### src/rtl/dump_state_if.sv
// dump_state_if: write-back bus between dump_state and the channel state
// buffer / accumulator RAM.
//   state_wr, state_addr, state_d4wr : state buffer write request, address, data
//   state_wr_ready                   : buffer accepts the write this cycle
//   acc_rd, acc_addr                 : accumulator RAM read strobe and word index
//   acc_data                         : accumulator read data, valid one cycle after acc_rd
// Modports: master = dump_state side, slave = buffer/RAM side.
interface dump_state_if #(
  parameter int ACC_AWIDTH = 4
);
  logic                  state_wr;
  logic [4:0]            state_addr;
  logic [31:0]           state_d4wr;
  logic                  state_wr_ready;
  logic                  acc_rd;
  logic [ACC_AWIDTH-1:0] acc_addr;
  logic [31:0]           acc_data;

  modport master (
    output state_wr, state_addr, state_d4wr, acc_rd, acc_addr,
    input  state_wr_ready, acc_data
  );

  modport slave (
    input  state_wr, state_addr, state_d4wr, acc_rd, acc_addr,
    output state_wr_ready, acc_data
  );
endinterface

### src/rtl/dump_state.sv
// dump_state: snapshots a physical channel's variable state after a
// correlation round and writes it back to the channel state buffer, then
// copies the coherent accumulator words from the accumulator RAM to state
// addresses 16..16+ACC_WORDS-1.
// Ports:
//   clk, rst_b       : clock, synchronous active-high reset
//   dump_enable      : start pulse, ignored while busy
//   prn_state..prn2_state : channel variables for state addresses 6..15
//   bus (master)     : state buffer write port and accumulator read port
//   busy             : sequence in progress
//   dump_done        : one-cycle completion pulse
// Build option: DUMP_2ND_PRN_EN -- when defined, prn2_state is snapshotted
// and written at address 15; otherwise the variable phase ends at address 14.
module dump_state #(
  parameter int ACC_WORDS  = 8,
  parameter int ACC_AWIDTH = 4
) (
  input  logic               clk,
  input  logic               rst_b,
  input  logic               dump_enable,
  input  logic [31:0]        prn_state,
  input  logic [31:0]        prn_count,
  input  logic [31:0]        carrier_phase,
  input  logic [31:0]        carrier_count,
  input  logic [31:0]        code_phase,
  input  logic [31:0]        prn_code,
  input  logic [31:0]        corr_state,
  input  logic [31:0]        decode_data,
  input  logic [31:0]        prn_config2,
  input  logic [31:0]        prn2_state,
  dump_state_if.master       bus,
  output logic               busy,
  output logic               dump_done
);

`ifdef DUMP_2ND_PRN_EN
  localparam int unsigned NUM_VAR = 10;
`else
  localparam int unsigned NUM_VAR = 9;
  logic w_unused_prn2;
  assign w_unused_prn2 = ^prn2_state;
`endif
  localparam logic [4:0]            VAR_LAST = 5'(5 + NUM_VAR);
  localparam logic [ACC_AWIDTH-1:0] ACC_LAST = ACC_AWIDTH'(ACC_WORDS - 1);

  typedef enum logic [2:0] {
    S_IDLE,
    S_VAR,
    S_ACC_RD,
    S_ACC_WR,
    S_DONE
  } state_t;

  state_t                r_state;
  state_t                w_next;
  logic [31:0]           r_snap [NUM_VAR];
  logic [4:0]            r_addr;
  logic [ACC_AWIDTH-1:0] r_acc;
  logic [31:0]           r_hold;
  logic                  r_hold_vld;
  logic [3:0]            w_var_idx;
  logic [31:0]           w_acc_word;

  assign w_var_idx = 4'(r_addr - 5'd6);
  // acc_data is only valid in the first ACC_WR cycle; it is forwarded then
  // and the captured copy is used for any further stall cycles.
  assign w_acc_word = r_hold_vld ? r_hold : bus.acc_data;

  always_ff @(posedge clk) begin
    if (rst_b) begin
      for (int unsigned i = 0; i < NUM_VAR; i++) r_snap[i] <= '0;
    end else if (r_state == S_IDLE && dump_enable) begin
      r_snap[0] <= prn_state;
      r_snap[1] <= prn_count;
      r_snap[2] <= carrier_phase;
      r_snap[3] <= carrier_count;
      r_snap[4] <= code_phase;
      r_snap[5] <= prn_code;
      r_snap[6] <= corr_state;
      r_snap[7] <= decode_data;
      r_snap[8] <= prn_config2;
`ifdef DUMP_2ND_PRN_EN
      r_snap[9] <= prn2_state;
`endif
    end
  end

  always_ff @(posedge clk) begin
    if (rst_b) begin
      r_state    <= S_IDLE;
      r_addr     <= '0;
      r_acc      <= '0;
      r_hold     <= '0;
      r_hold_vld <= 1'b0;
    end else begin
      r_state <= w_next;
      case (r_state)
        S_IDLE: begin
          if (dump_enable) begin
            r_addr <= 5'd6;
            r_acc  <= '0;
          end
        end
        S_VAR: begin
          if (bus.state_wr_ready && r_addr != VAR_LAST) r_addr <= 5'(r_addr + 5'd1);
        end
        S_ACC_RD: r_hold_vld <= 1'b0;
        S_ACC_WR: begin
          if (!r_hold_vld) begin
            r_hold     <= bus.acc_data;
            r_hold_vld <= 1'b1;
          end
          if (bus.state_wr_ready && r_acc != ACC_LAST) r_acc <= ACC_AWIDTH'(r_acc + 1'b1);
        end
        default: ;
      endcase
    end
  end

  always_comb begin
    w_next         = r_state;
    busy           = 1'b0;
    dump_done      = 1'b0;
    bus.state_wr   = 1'b0;
    bus.state_addr = '0;
    bus.state_d4wr = '0;
    bus.acc_rd     = 1'b0;
    bus.acc_addr   = '0;
    case (r_state)
      S_IDLE: begin
        if (dump_enable) w_next = S_VAR;
      end
      S_VAR: begin
        busy           = 1'b1;
        bus.state_wr   = 1'b1;
        bus.state_addr = r_addr;
        bus.state_d4wr = r_snap[w_var_idx];
        if (bus.state_wr_ready && r_addr == VAR_LAST) w_next = S_ACC_RD;
      end
      S_ACC_RD: begin
        busy         = 1'b1;
        bus.acc_rd   = 1'b1;
        bus.acc_addr = r_acc;
        w_next       = S_ACC_WR;
      end
      S_ACC_WR: begin
        busy           = 1'b1;
        bus.state_wr   = 1'b1;
        bus.state_addr = 5'(5'd16 + 5'(r_acc));
        bus.state_d4wr = w_acc_word;
        bus.acc_addr   = r_acc;
        if (bus.state_wr_ready) w_next = (r_acc == ACC_LAST) ? S_DONE : S_ACC_RD;
      end
      S_DONE: begin
        busy      = 1'b1;
        dump_done = 1'b1;
        w_next    = S_IDLE;
      end
      default: w_next = S_IDLE;
    endcase
  end

endmodule

### src/flat_wrapper.sv
// flat-port wrapper written by rule: the top's interface ports become plain ports
module dump_state_flat 
#(
  parameter int ACC_WORDS  = 8,
  parameter int ACC_AWIDTH = 4
)
  (clk, rst_b, dump_enable, prn_state, prn_count, carrier_phase, carrier_count, code_phase, prn_code, corr_state, decode_data, prn_config2, prn2_state, busy, dump_done, bus_state_wr, bus_state_addr, bus_state_d4wr, bus_acc_rd, bus_acc_addr, bus_state_wr_ready, bus_acc_data);
  dump_state_if #(.ACC_AWIDTH(ACC_AWIDTH)) bus_i ();
  input  logic clk;
  input  logic rst_b;
  input  logic dump_enable;
  input  logic [31:0] prn_state;
  input  logic [31:0] prn_count;
  input  logic [31:0] carrier_phase;
  input  logic [31:0] carrier_count;
  input  logic [31:0] code_phase;
  input  logic [31:0] prn_code;
  input  logic [31:0] corr_state;
  input  logic [31:0] decode_data;
  input  logic [31:0] prn_config2;
  input  logic [31:0] prn2_state;
  output logic busy;
  output logic dump_done;
  output wire logic [$bits(bus_i.state_wr)-1:0] bus_state_wr;
  output wire logic [$bits(bus_i.state_addr)-1:0] bus_state_addr;
  output wire logic [$bits(bus_i.state_d4wr)-1:0] bus_state_d4wr;
  output wire logic [$bits(bus_i.acc_rd)-1:0] bus_acc_rd;
  output wire logic [$bits(bus_i.acc_addr)-1:0] bus_acc_addr;
  input wire logic [$bits(bus_i.state_wr_ready)-1:0] bus_state_wr_ready;
  input wire logic [$bits(bus_i.acc_data)-1:0] bus_acc_data;
  assign bus_state_wr = bus_i.state_wr;
  assign bus_state_addr = bus_i.state_addr;
  assign bus_state_d4wr = bus_i.state_d4wr;
  assign bus_acc_rd = bus_i.acc_rd;
  assign bus_acc_addr = bus_i.acc_addr;
  assign bus_i.state_wr_ready = bus_state_wr_ready;
  assign bus_i.acc_data = bus_acc_data;
  dump_state #(.ACC_WORDS(ACC_WORDS), .ACC_AWIDTH(ACC_AWIDTH)) u_core (.clk(clk), .rst_b(rst_b), .dump_enable(dump_enable), .prn_state(prn_state), .prn_count(prn_count), .carrier_phase(carrier_phase), .carrier_count(carrier_count), .code_phase(code_phase), .prn_code(prn_code), .corr_state(corr_state), .decode_data(decode_data), .prn_config2(prn_config2), .prn2_state(prn2_state), .bus(bus_i), .busy(busy), .dump_done(dump_done));
endmodule
### config.mk
export PLATFORM = sky130hd
export DESIGN_NAME = dump_state_flat
export DESIGN_NICKNAME = d
export VERILOG_FILES = /design/src/rtl/dump_state_if.sv /design/src/rtl/dump_state.sv /design/src/flat_wrapper.sv
export SDC_FILE = /design/constraint.sdc
export NUM_CORES = 1
export LEC_CHECK = 0
export CAP_MARGIN = 20
export CORE_ASPECT_RATIO = 1.75
export CORE_MARGIN = 2
export CORE_UTILIZATION = 44
export DETAILED_ROUTE_END_ITERATION = 12
export PLACE_DENSITY = 0.74
export SLEW_MARGIN = 20
export SYNTH_ARGS = -nofsm -noshare
export SYNTH_HDL_FRONTEND = slang
export SYNTH_SLANG_ARGS = --single-unit
### constraint.sdc
create_clock -name clk -period 10.5 [get_ports clk]
set_input_delay 2.1 -clock clk [delete_from_list [all_inputs] [get_ports clk]]
set_output_delay 2.1 -clock clk [all_outputs]
set_load 0.02 [all_outputs]
==> impl_results.md <==
- Hold path depth: 2
- Avg Cell Area, Syn: 13.4 sq um
- Clock buffer depth: 3
- Number of cells on the worst reg-to-reg path: 3
- Crit Path Max Fanout: 29
- DRC Markers: 0
- Row count: 89
- Worst EP arrival: 4.09 ns
- Htree depth: 1
- Worst setup SP type: register
- Synth Area in Compound Gates: 4.69%
- Vias in the first global route: 10300
- 1st-pass router iterations: 5
- Fraction of layout cells with a size suffix above 1: 8.38%
- Die Span Y: 249 um
- Main synth FF type: edfxtp_1
- Synth Area in Simple Gates: 17.4%
- Synthesized flop and latch total: 333
- Synth warn: 0
- Final setup fails: 0
- Final Cycle Share: 58.9%
- Leak: 7.25 nW
- Relative slew slack: 29.9%
- Worst-Margin Slew: 1.05 ns
- Ys async rst share: 0%
- # port buffers: 368
- Worst hold path class: reg2reg
- Fmax: 0.162 GHz
- Pwr dens: 149 nW/um^2
- Final Hold Viols: 0
- Hold path start: u_core.r_hold[14]
- Vias per cell: 5.17
- Min-Delay Endpoint: u_core.r_hold[14]
- Worst-Skew Late Latency: 0.57 ns
- Xor/xnor cell area share of the yosys netlist: 0.347%
- Placed instance area: 19200 sq um
- Remaining global-route overflow: 0
- Setup TNS: 0 ns
- Crit path kind: reg2out
- Pin count of the biggest net entering global routing: 155
- Die W: 144 um
- Yosys cell types: 43
- Worst R2R Start: u_core.r_state[1]
- Starting DRC count in detailed routing: 664
- Antenna violations before repair: 12
- Number of setup buffers added after CTS: 0
- # IOs: 401
- Synth area leader: edfxtp_1
- Max Cap Viol: 0
- First-pass GRT wire length: 58900 um
- TritonCTS clock tree: done
- Area of the mapped netlist: 15200 sq um
- Worst EP required: 8.40 ns
- Syn Nets: 1487
- GRT Overall Usage: 21.9%
- Sequential fraction of the synthesis area: 63.0%
- Critical Path End Type: output port
- RSZ-0062 raised after global routing: false
- Vias: 10100
- Number of flops mapped to enable cells by yosys: 288
- RePlAce Congestion: 0.854
- Status: finished clean
- Total wire length: 40000 um
- Clk_skew: 0.0202 ns
- Die area: 36000 sq um
- Post-route antenna net violation count: 0
- Resized cells post-CTS: 0
- Mux cell area share after synthesis: 11.8%
- Finished Cell Area: 20200 sq um
- Period minus WS final: 6.19 ns
- Top post-synthesis cells by area: edfxtp_1 (57%), and2_1 (12%), mux4_2 (7.9%)
- WL/cell: 20.5 um
- Largest family of logic cells by synthesized area: simple AND/OR/NAND/NOR gates
- Maximum VDD drop: 0.114 mV
- Gate Count Post-Synth: 1127
- Final #Nets: 1817
- Final HPWL DP: 28500 um
- Final Max Slew Viols: 0
- Yosys top cell area share: 57.1%
- Core footprint: 33900 sq um
- Clock Sinks: 333
- Area grow syn2layout: 33.3%
- Cts hold-fix bufs: 0
- R2R Setup Slk: 7.32 ns
- Starting Density: 44.8%
- FF-to-FF End: u_core.r_snap[5][11]
- CTS Buf Count: 30
- CTS Root Cell: clkbuf_16
- Clock transition at the registers of the reported paths: 0.07 ns
- Synthesized-area fraction occupied by adder cells: 0.330%
-- worst max-delay path, stage by stage, from the launching register on --
cell and delay (ns):
dfxtp_4 0.64, ha_1 0.78, and3_1 0.99, a221oi_1 0.26, nand2_1 0.15, clkdlybuf4s50_1 0.68
-- worst max path at each step --
stage	from	endpoint	slack (ns)
after floorplan	dump_enable	u_core.r_snap[0][0]	3.82
after global placement	bus_acc_data[3]	bus_state_d4wr[3]	4.70
after detailed placement	bus_acc_data[14]	bus_state_d4wr[14]	4.60
after CTS	u_core.r_addr[1]	bus_state_d4wr[14]	4.18
after global routing	u_core.r_addr[1]	bus_state_d4wr[14]	4.16
final	u_core.r_addr[1]	bus_state_d4wr[14]	4.31
-- routing by layer --
layer	track usage (%)	wire length (um)	share of wire, %
met3	2.82	2170	5.4
met4	10.1	1710	4.3
met2	39.2	21300	53
met5	0	16	0.040
met1	25.9	14800	37
-- Yosys cell counts (3+ instances only) --
cell,instances
dfxtp_1,45
clkbuf_1,58
and2_1,293
mux4_2,53
o22ai_1,11
a221oi_1,20
buf_4,4
nor2_1,39
nand4_1,3
nand2_1,108
mux2i_1,59
edfxtp_1,288
buf_2,17
nand2b_1,9
a21oi_1,50
xor2_1,4
buf_1,3
o221ai_1,11
o21ai_0,15
inv_1,3
ha_1,4
-- cell type report --
cell class,count,area (sq um)
Tap cell,455,569
Fill cell,2739,13700
Clock inverter,22,160
Clock buffer,33,783
Inverter,3,11.3
Multi-Input combinational cell,708,5270
Antenna cell,12,30.0
Timing Repair Buffer,381,3820
Sequential cell,333,9560
-- cells by family (layout without fill, tap and decap cells) --
kind of cell,count (synthesis),after routing
fa+ha+maj,4,4
xor+xnor,6,6
other cells,0,12
buf+inv,86,439
mux,112,112
compound gates,113,113
simple gates,473,473
flops,333,333
-- registers in the layout (all words and copies together), names as in the netlist --
name / cells
u_core.r_state: 3
u_core.r_snap: 288
u_core.r_acc: 4
u_core.r_hold_vld: 1
u_core.r_hold: 32
u_core.r_addr: 5
-- report_power, final --
| part | total, W | internal [W] | switching, W |
|---|---|---|---|
| combinational | 0.000368 | 0.000211 | 0.000156 |
| sequential | 0.00157 | 0.00153 | 0.0000356 |
| clock | 0.00107 | 0.000585 | 0.000481 |
-- stage by stage --
step	power, W	hold WS [ns]	utilization (%)	std cells	setup WS, ns
CTS	0.00303	0.456	59.5	1934	4.18
floorplan	0.00177	0.436	-	1127	3.82
detailed placement	0.00197	0.447	56.7	1879	4.60
global route	0.00311	0.475	59.7	1947	4.16
global placement	0.00196	0.442	56.7	1878	4.70
finish	0.00300	0.457	59.7	1947	4.31
-- placed cells by master (no fill, tap or decap), types with 31 or more instances in the layout --
master and n:
nor2_1 37, a21oi_1 50, mux2i_1 59, dfxtp_1 42, clkdlybuf4s50_1 367, and2_1 293, nand2_1 108, mux4_2 53
clkbuf_16 31, edfxtp_1 288
No activity file was read; power rests on OpenSTA's default activity.
